--- config.mk ---
export PLATFORM = sky130hd
export DESIGN_NAME = while_loop_sequencer_flat
export DESIGN_NICKNAME = d
export VERILOG_FILES = /design/src/rtl/while_loop_sequencer_if.sv /design/src/rtl/while_loop_sequencer.sv /design/src/flat_wrapper.sv
export SDC_FILE = /design/constraint.sdc
export NUM_CORES = 1
export LEC_CHECK = 0
export CAP_MARGIN = 15
export CORE_ASPECT_RATIO = 1.4
export CORE_UTILIZATION = 25
export CTS_CLUSTER_DIAMETER = 120
export DETAILED_ROUTE_END_ITERATION = 12
export PLACE_DENSITY = 0.46
export SYNTH_ARGS = -nofsm -noshare
export SYNTH_HDL_FRONTEND = slang
export SYNTH_SLANG_ARGS = --single-unit
--- constraint.sdc ---
create_clock -name clk -period 4.9 [get_ports clk]
set_input_delay 0.735 -clock clk [delete_from_list [all_inputs] [get_ports clk]]
set_output_delay 0.735 -clock clk [all_outputs]
set_load 0.05 [all_outputs]
--- src/rtl/while_loop_sequencer_if.sv ---
// Operand/result handshake bundle for while_loop_sequencer.
// master = producer/consumer side, slave = sequencer side.
interface while_loop_sequencer_if #(
    parameter int NBITS = 8,
    parameter int COUNT = 4
);
    localparam int IW = ($clog2(COUNT + 1) > 1) ? $clog2(COUNT + 1) : 1;

    logic [NBITS-1:0] a;
    logic [NBITS-1:0] b;
    logic             in_valid;
    logic             in_ready;
    logic [NBITS-1:0] xout;
    logic             out_valid;
    logic             out_ready;
    logic             busy;
    logic [IW-1:0]    iter;

    modport master (
        output a, b, in_valid, out_ready,
        input  in_ready, xout, out_valid, busy, iter
    );

    modport slave (
        input  a, b, in_valid, out_ready,
        output in_ready, xout, out_valid, busy, iter
    );
endinterface

--- src/rtl/while_loop_sequencer.sv ---
// Sequential evaluation of xout = ((init+count)*a) - b, one loop increment per clock.
// Optional macro WHILE_SEQ_EARLY_EXIT_EN: a==0 skips the loop and goes straight to CALC.
module while_loop_sequencer #(
    parameter int NBITS = 8,
    parameter int COUNT = 4,
    parameter int INIT  = 1
) (
    input  logic                  clk,
    input  logic                  rst,
    while_loop_sequencer_if.slave bus,
    output logic [1:0]            dbg_state
);
    localparam int IW = ($clog2(COUNT + 1) > 1) ? $clog2(COUNT + 1) : 1;
    localparam logic [NBITS-1:0] INIT_T = NBITS'(INIT);
    localparam logic [NBITS-1:0] ONE_N  = NBITS'(1);
    localparam logic [IW-1:0]    ONE_I  = IW'(1);
    localparam logic [IW-1:0]    LAST   = IW'((COUNT > 0) ? COUNT - 1 : 0);

    // Handshakes: a transfer happens on a rising edge where valid and ready are both
    // high. in_ready depends on state only; xout/out_valid hold until out_ready.
    typedef enum logic [1:0] {
        IDLE = 2'd0,
        LOOP = 2'd1,
        CALC = 2'd2,
        DONE = 2'd3
    } state_t;

    state_t           state_q, state_d;
    logic [NBITS-1:0] temp_q, temp_d;
    logic [NBITS-1:0] a_q, a_d;
    logic [NBITS-1:0] b_q, b_d;
    logic [NBITS-1:0] xout_q, xout_d;
    logic             ov_q, ov_d;
    logic [IW-1:0]    iter_q, iter_d;
    logic [NBITS-1:0] prod;

    // Product is kept at NBITS so the subtract wraps on the truncated value.
    assign prod = temp_q * a_q;

    always_ff @(posedge clk) begin
        if (rst) begin
            state_q <= IDLE;
            temp_q  <= '0;
            a_q     <= '0;
            b_q     <= '0;
            xout_q  <= '0;
            ov_q    <= 1'b0;
            iter_q  <= '0;
        end else begin
            state_q <= state_d;
            temp_q  <= temp_d;
            a_q     <= a_d;
            b_q     <= b_d;
            xout_q  <= xout_d;
            ov_q    <= ov_d;
            iter_q  <= iter_d;
        end
    end

    always_comb begin
        state_d = state_q;
        temp_d  = temp_q;
        a_d     = a_q;
        b_d     = b_q;
        xout_d  = xout_q;
        ov_d    = ov_q;
        iter_d  = iter_q;
        case (state_q)
            IDLE: begin
                if (bus.in_valid) begin
                    a_d    = bus.a;
                    b_d    = bus.b;
                    temp_d = INIT_T;
                    iter_d = '0;
                    if (COUNT == 0) state_d = CALC;
                    else            state_d = LOOP;
`ifdef WHILE_SEQ_EARLY_EXIT_EN
                    if (bus.a == '0) state_d = CALC;
`endif
                end
            end
            LOOP: begin
                temp_d = temp_q + ONE_N;
                iter_d = iter_q + ONE_I;
                if (iter_q == LAST) state_d = CALC;
            end
            CALC: begin
                xout_d  = prod - b_q;
                ov_d    = 1'b1;
                state_d = DONE;
            end
            DONE: begin
                if (bus.out_ready) begin
                    ov_d    = 1'b0;
                    state_d = IDLE;
                end
            end
            default: state_d = IDLE;
        endcase
    end

    assign bus.in_ready  = (state_q == IDLE);
    assign bus.busy      = (state_q != IDLE);
    assign bus.xout      = xout_q;
    assign bus.out_valid = ov_q;
    assign bus.iter      = iter_q;
    assign dbg_state     = state_q;
endmodule

--- src/flat_wrapper.sv ---
// flat-port wrapper written by rule: the top's interface ports become plain ports
module while_loop_sequencer_flat 
#(
    parameter int NBITS = 8,
    parameter int COUNT = 4,
    parameter int INIT  = 1
)
  (clk, rst, dbg_state, bus_a, bus_b, bus_in_valid, bus_out_ready, bus_in_ready, bus_xout, bus_out_valid, bus_busy, bus_iter);
  while_loop_sequencer_if #(.NBITS(NBITS), .COUNT(COUNT)) bus_i ();
  input  logic clk;
  input  logic rst;
  output logic [1:0] dbg_state;
  input wire logic [$bits(bus_i.a)-1:0] bus_a;
  input wire logic [$bits(bus_i.b)-1:0] bus_b;
  input wire logic [$bits(bus_i.in_valid)-1:0] bus_in_valid;
  input wire logic [$bits(bus_i.out_ready)-1:0] bus_out_ready;
  output wire logic [$bits(bus_i.in_ready)-1:0] bus_in_ready;
  output wire logic [$bits(bus_i.xout)-1:0] bus_xout;
  output wire logic [$bits(bus_i.out_valid)-1:0] bus_out_valid;
  output wire logic [$bits(bus_i.busy)-1:0] bus_busy;
  output wire logic [$bits(bus_i.iter)-1:0] bus_iter;
  assign bus_i.a = bus_a;
  assign bus_i.b = bus_b;
  assign bus_i.in_valid = bus_in_valid;
  assign bus_i.out_ready = bus_out_ready;
  assign bus_in_ready = bus_i.in_ready;
  assign bus_xout = bus_i.xout;
  assign bus_out_valid = bus_i.out_valid;
  assign bus_busy = bus_i.busy;
  assign bus_iter = bus_i.iter;
  while_loop_sequencer #(.NBITS(NBITS), .COUNT(COUNT), .INIT(INIT)) u_core (.clk(clk), .rst(rst), .bus(bus_i), .dbg_state(dbg_state));
endmodule
==> flow_summary_export.csv, run 1 <==
group,metric,value,unit
outcome,status,"finished clean",
global_route,antenna_found_initial,0,
die,core_area,0.0105,mm^2
global_route,use_met1,0.126,
place,dp_hpwl,4470,um
clock_network,numCtsBuffers,5,
power,report.power.total,1.64,mW
yosys,synth_xor_area_frac,0.0821,
clock_network,clk-insertion-delay-late,0.29,ns
place,dp_slack,0.949,ns
detailed_routing,vias,2042,
die,initial_core_util,0.258,
yosys,synthMuxAreaShare,0.0260,
detailed_routing,routed_wl,5800,um
worst_setup_path,path_buf_inv,4,
die,die_area,0.0112,mm^2
detailed_routing,final_antenna_net_count,0,
worst_setup_path,rrSetupSlack,0.93,ns
cells_and_area,stdcell_count,482,
sta,grt_setup_unrepaired,"no",
yosys,synthCells,313,
clock_network,cts_tree,"yes",
sta,relSlewSlack,0.481,
global_route,grt_pass1_vias,2082,
yosys,yosys.area_share.simple,0.172,
global_route,top_usage_layer,"met2",
die,fp-row-count,44,
yosys,netlist_top_cells_area,"dfxtp_1, fa_1, ha_1, nand2_1, inv_1",
global_route,grt_pass1_wl,9890,um
clock_network,cts.repair.resized,0,
yosys,synth_top_family_by_area,"adder cells",
clock_network,h-tree-depth,2,
sta,finalCriticalPeriod,3.97,ns
power,p_leak,1.40,nW
clock_network,cts_buffer_depth,2,
yosys,yosys.area.top_type,"dfxtp_1",
worst_setup_path,start_kind,"register",
detailed_routing,vias_per_cell,4.24,
power,irDropWorstVdd,0.000268,V
worst_setup_path,crit_fanout,9,
worst_hold_path,min_path_type,"register to register",
yosys,synth_area,0.00270,mm^2
yosys,syn_area_per_cell,8.62,um^2
sta,setup_viol,0,
place,dp_cells,474,
job,max-cap-violations,0,
sta,timing.fmax,252,MHz
worst_setup_path,crit_family,"adder cells",
sta,fin_tns_setup,0,ns
die,dieWidth,89.8,um
global_route,grt_usage,0.112,
clock_network,post-cts-setup-buffer-count,0,
cells_and_area,n_antenna_cell,0,
sta,setup_slack,0.929,ns
worst_setup_path,cp_cell_sequence,"nand2_1 -> fa_1 -> inv_1 -> fa_1 -> fa_1 -> inv_1 -> fa_1 -> inv_1 -> ha_1 -> inv_1 -> o21bai_1 -> a21oi_4 -> xnor2_1 -> a211oi_2",
global_route,grt_use_met2,0.202,
cells_and_area,final_util,0.319,
cells_and_area,synthToLayoutAreaGrowth,23.7,%
worst_setup_path,worstPathRequired,5.05,ns
cells_and_area,drive_gt1_frac,0.0436,
cells_and_area,final_nets,409,
die,die_y,125,um
die,ios,36,
detailed_routing,drc,0,
clock_network,path_clk_slew,0.06,ns
sta,clock_skew,0.00319,ns
clock_network,clock_sinks,38,
worst_setup_path,crit_path_end_kind,"register",
worst_setup_path,arrival,4.12,ns
sta,fin_crit_sh,0.810,
worst_setup_path,max_stage_delay,0.55,ns
worst_setup_path,cp_slowest_cell,"dfxtp_1",
global_route,grt_use_met3,0.0238,
clock_network,ctsRootBufferMaster,"clkbuf_16",
cells_and_area,fillCellCount,1148,
yosys,synthAdderAreaFrac,0.263,
detailed_routing,drtIter0Drc,46,
sta,hold_viol,0,
yosys,syn-num-nets,379,
yosys,yosysSeqAreaShare,0.282,
place,gp_congestion,0.791,
sta,worstMarginPinSlew,0.779,ns
global_route,grt_overflow,0,
yosys,ys_warn_count,0,
global_route,grt_max_degree,34,
detailed_routing,wire_per_inst,12.0,um
clock_network,cts-hold-fix-buffers,0,
detailed_routing,dr.pass1.iters,4,
sta,drv_slew,0,
yosys,synth_top_area_frac,0.282,
yosys,yosys_register_bits,38,
yosys,synth.distinct_cells,32,
place,io_buffers,35,
power,p_per_area,493,mW/mm^2
yosys,synth_compound_area_frac,0.0867,
worst_setup_path,path_class,"register to register",
sequential cells by signal, indices dropped and copies added, names as in the netlist:
name	cells
u_core.a_q	8
u_core.b_q	8
u_core.bus.iter	3
u_core.bus.out_valid	1
u_core.bus.xout	8
u_core.dbg_state	2
u_core.temp_q	8
cell type report:
cell class | count | area, um^2 | share of cell area
timing repair buffer | 36 | 358 | 0.107
clock buffer | 6 | 139 | 0.0416
tap | 138 | 173 | 0.0518
sequential | 38 | 761 | 0.228
clock inverter | 2 | 60.1 | 0.0180
inverter | 39 | 146 | 0.0439
multi-input combinational | 223 | 1700 | 0.509
worst paths after layout:
path	cells after the start	from	endpoint
worst max-delay path	14	u_core.temp_q[3]	u_core.bus.xout[7]
worst min-delay path	2	u_core.b_q[2]	u_core.b_q[2]
worst max register to register	14	u_core.temp_q[3]	u_core.bus.xout[7]
worst min register to register	2	u_core.b_q[2]	u_core.b_q[2]
Yosys cell counts:
library cell	count
xnor2_1	13
nand4_1	3
a22oi_1	2
xor2_2	1
nor2b_1	1
nand2_2	1
xnor3_1	1
xnor2_2	1
nor2_1	25
o21ai_1	1
ha_1	28
a211oi_2	1
a21oi_4	1
o21ai_0	3
a21oi_1	25
inv_1	39
clkbuf_1	6
nand2_1	63
a211oi_1	3
nand2b_1	1
buf_2	2
o21bai_1	1
xor2_1	6
and2_1	12
fa_1	18
buf_6	4
clkbuf_8	1
mux2i_1	7
or3_1	2
and3_2	1
dfxtp_1	38
a21o_1	2
cell families after synthesis:
family	count (synthesis)
compound gates	39
xor+xnor	22
fa+ha+maj	46
buf+inv	52
flops	38
mux	7
simple gates	109
cells in the final DEF (no fill, tap or decap), types with 5 or more instances in the layout:
cell type	netlist	final
fa_1	18	18
nand2_1	63	63
ha_1	28	28
nor2_1	25	25
inv_1	39	39
dfxtp_1	38	38
xnor2_1	13	13
a21oi_1	25	25
clkbuf_16	0	5
clkdlybuf4s50_1	0	35
and2_1	12	12
mux2i_1	7	7
xor2_1	6	6
power by group:
part / internal (mW) / total, mW / switching [mW] / leakage, nW
clock network: 0.306 / 0.444 / 0.139 / 0.0971
registers: 0.372 / 0.437 / 0.0649 / 0.310
logic: 0.297 / 0.762 / 0.465 / 0.998
metal layers:
layer	part of all wire	up-vias
met3	0.031	7
li1	-	1043
met4	0.020	0
met5	0	-
met1	0.45	958
met2	0.50	34
through the flow:
step	hold slack, ns	instance area, um^2
2_1_floorplan	0.434	2700
3_3_place_gp	0.449	3140
3_5_place_dp	0.449	3140
4_1_cts	0.458	3340
5_1_grt	0.479	3340
6_report	0.458	3340
worst register-to-register path, delay by kind of cell (launching register included):
kind / cells / cell delay [ns]
compound gates: 3 / 0.42
xor+xnor: 1 / 0.20
fa+ha+maj: 5 / 2.32
buf+inv: 4 / 0.21
flops: 1 / 0.55
simple gates: 1 / 0.14
Power figures use the tool's default switching activity.
==> run 2: changes to the inputs <==
==> constraint.sdc (replaced) <==
create_clock -name clk -period 3.68 [get_ports clk]
set_input_delay 0.552 -clock clk [delete_from_list [all_inputs] [get_ports clk]]
set_output_delay 0.552 -clock clk [all_outputs]
set_load 0.05 [all_outputs]
==> run 2 against run 1 <==
Effect of this change: combinational power rose by 60%; final area rose by 7.7%; critical path type unchanged; largest cell class unchanged; first-iteration DRC count fell by 4.3%; core utilization rose by 2.4 points; via count rose by 2.4%; non-clock buffer count rose by 23; clock skew fell by 0.0014 ns; register-to-register slack got worse by 0.82 ns; critical path depth fell by 1; fmax rose by 11%; largest power group unchanged.
==> flow_summary_export.csv, run 2 (same netlist as run 1, synthesis figures left out) <==
group,metric,value,unit
worst_setup_path,crit_fanout,4,
worst_setup_path,crit_path_end_kind,"register",
cells_and_area,drive_gt1_frac,0.180,
detailed_routing,met1Wirelength,2680,um
power,report.power.total,2.24,mW
sta,hold_ws,0.460,ns
worst_setup_path,max_stage_delay,0.53,ns
cells_and_area,synthToLayoutAreaGrowth,33.1,%
die,dieWidth,89.8,um
sta,finalCriticalPeriod,3.57,ns
cells_and_area,multi_input_area,0.00181,mm^2
detailed_routing,dr.pass1.iters,4,
sta,drv_slew,0,
clock_network,cts_buffer_depth,2,
detailed_routing,wire_per_inst,12.0,um
die,initial_core_util,0.258,
power,irDropWorstVdd,0.000561,V
sta,fin_tns_setup,0,ns
clock_network,h-tree-depth,2,
clock_network,ctsRootBufferMaster,"clkbuf_16",
global_route,grt_max_degree,22,
die,ios,36,
clock_network,path_clk_slew,0.06,ns
cells_and_area,final_cell_mix,"nand2_1, inv_1, clkdlybuf4s50_1, dfxtp_1",
worst_setup_path,start_kind,"register",
detailed_routing,wl_met3,189,um
clock_network,cts_tree,"yes",
cells_and_area,n_antenna_cell,0,
global_route,antenna_found_initial,0,
worst_setup_path,crit_family,"adder cells",
sta,setup_viol,0,
detailed_routing,routed.top_layer,"met4",
die,core_area,0.0105,mm^2
global_route,grt_overflow,0,
clock_network,post-cts-setup-buffer-count,0,
worst_setup_path,path_buf_inv,2,
sta,relSlewSlack,0.596,
cells_and_area,seqCellArea,782,um^2
worst_hold_path,min_path_type,"register to register",
detailed_routing,vias_per_cell,4.14,
place,dp_slack,-0.103,ns
sta,fin_crit_sh,0.971,
detailed_routing,routed_wl,6040,um
cells_and_area,fillCellCount,1128,
detailed_routing,vias,2091,
sta,worstMarginPinSlew,0.607,ns
power,p_leak,1.52,nW
detailed_routing,wl_met2,3050,um
worst_setup_path,cp_cell_sequence,"nand2_2 -> fa_1 -> inv_1 -> fa_1 -> fa_1 -> inv_1 -> fa_2 -> xnor2_2 -> xnor2_2 -> xnor2_1 -> xnor3_2 -> xnor2_2 -> a211oi_2",
sta,timing.fmax,280,MHz
power,p_per_area,624,mW/mm^2
clock_network,numCtsBuffers,5,
detailed_routing,final_antenna_net_count,0,
job,max-cap-violations,0,
worst_setup_path,arrival,3.79,ns
global_route,grt_pass1_vias,2125,
place,gp_congestion,0.789,
die,fp-row-count,44,
worst_setup_path,worstPathRequired,3.89,ns
place,dp_hpwl,4680,um
die,die_area,0.0112,mm^2
global_route,grt_pass1_wl,9960,um
sta,grt_setup_unrepaired,"yes",
detailed_routing,drtIter0Drc,44,
global_route,grt_usage,0.114,
worst_setup_path,cp_slowest_cell,"fa_1",
place,io_buffers,35,
clock_network,clk-insertion-delay-late,0.29,ns
worst_setup_path,path_class,"register to register",
die,die_y,125,um
outcome,status,"finished clean",
clock_network,clock_sinks,38,
sta,hold_viol,0,
cells_and_area,final_nets,432,
sta,clock_skew,0.00181,ns
sta,setup_slack,0.106,ns
cells_and_area,layout_commonest_cell,"nand2_1",
detailed_routing,drc,0,
cells_and_area,final_util,0.343,
[run 2: layout make-up]
class / count / area share
clock buffer: 7 / 0.0397
clock inverter: 1 / 0.00139
inverter: 39 / 0.0408
multi-input combinational: 223 / 0.505
sequential: 38 / 0.218
tap: 138 / 0.0481
timing repair buffer: 59 / 0.148
[run 2: final timing paths]
path | start | to | slack (ns) | cells after the start
max | u_core.temp_q[4] | u_core.bus.xout[7] | 0.11 | 13
min | u_core.b_q[1] | u_core.b_q[1] | 0.46 | 2
max reg2reg | u_core.temp_q[4] | u_core.bus.xout[7] | 0.11 | 13
min reg2reg | u_core.b_q[1] | u_core.b_q[1] | 0.46 | 2
[run 2: what timing repair did]
action | 4_1_cts | 5_1_grt
gates resized for setup | 11 | 22
setup endpoints to repair | 2 | 3
hold buffers | 0 | 0
pin swaps | 3 | 18
[run 2: report_power, final]
part | internal (mW) | leakage (nW) | switching, mW | total (mW)
sequential | 0.498 | 0.315 | 0.0731 | 0.571
clock | 0.269 | 0.0739 | 0.178 | 0.447
combinational | 0.528 | 1.13 | 0.695 | 1.22
total | 1.30 | 1.52 | 0.946 | 2.24
[run 2: tightest hold or removal path, cell delays in order, from the launching register on]
cell	delay [ns]
dfxtp_1	0.31
nand2_1	0.05
a21oi_1	0.05
[run 2: through the flow]
step | cells | cell area, um^2
floorplan | 313 | 2700
global placement | 497 | 3310
finish | 505 | 3590
global route | 505 | 3590
detailed placement | 497 | 3310
CTS | 505 | 3480
[run 2: layer usage]
metal  vias up  global-route usage
li1       1082                   -
met1       965               0.137
met2        36               0.195
met3         8              0.0232
met4         0              0.0521
met5         -                   0
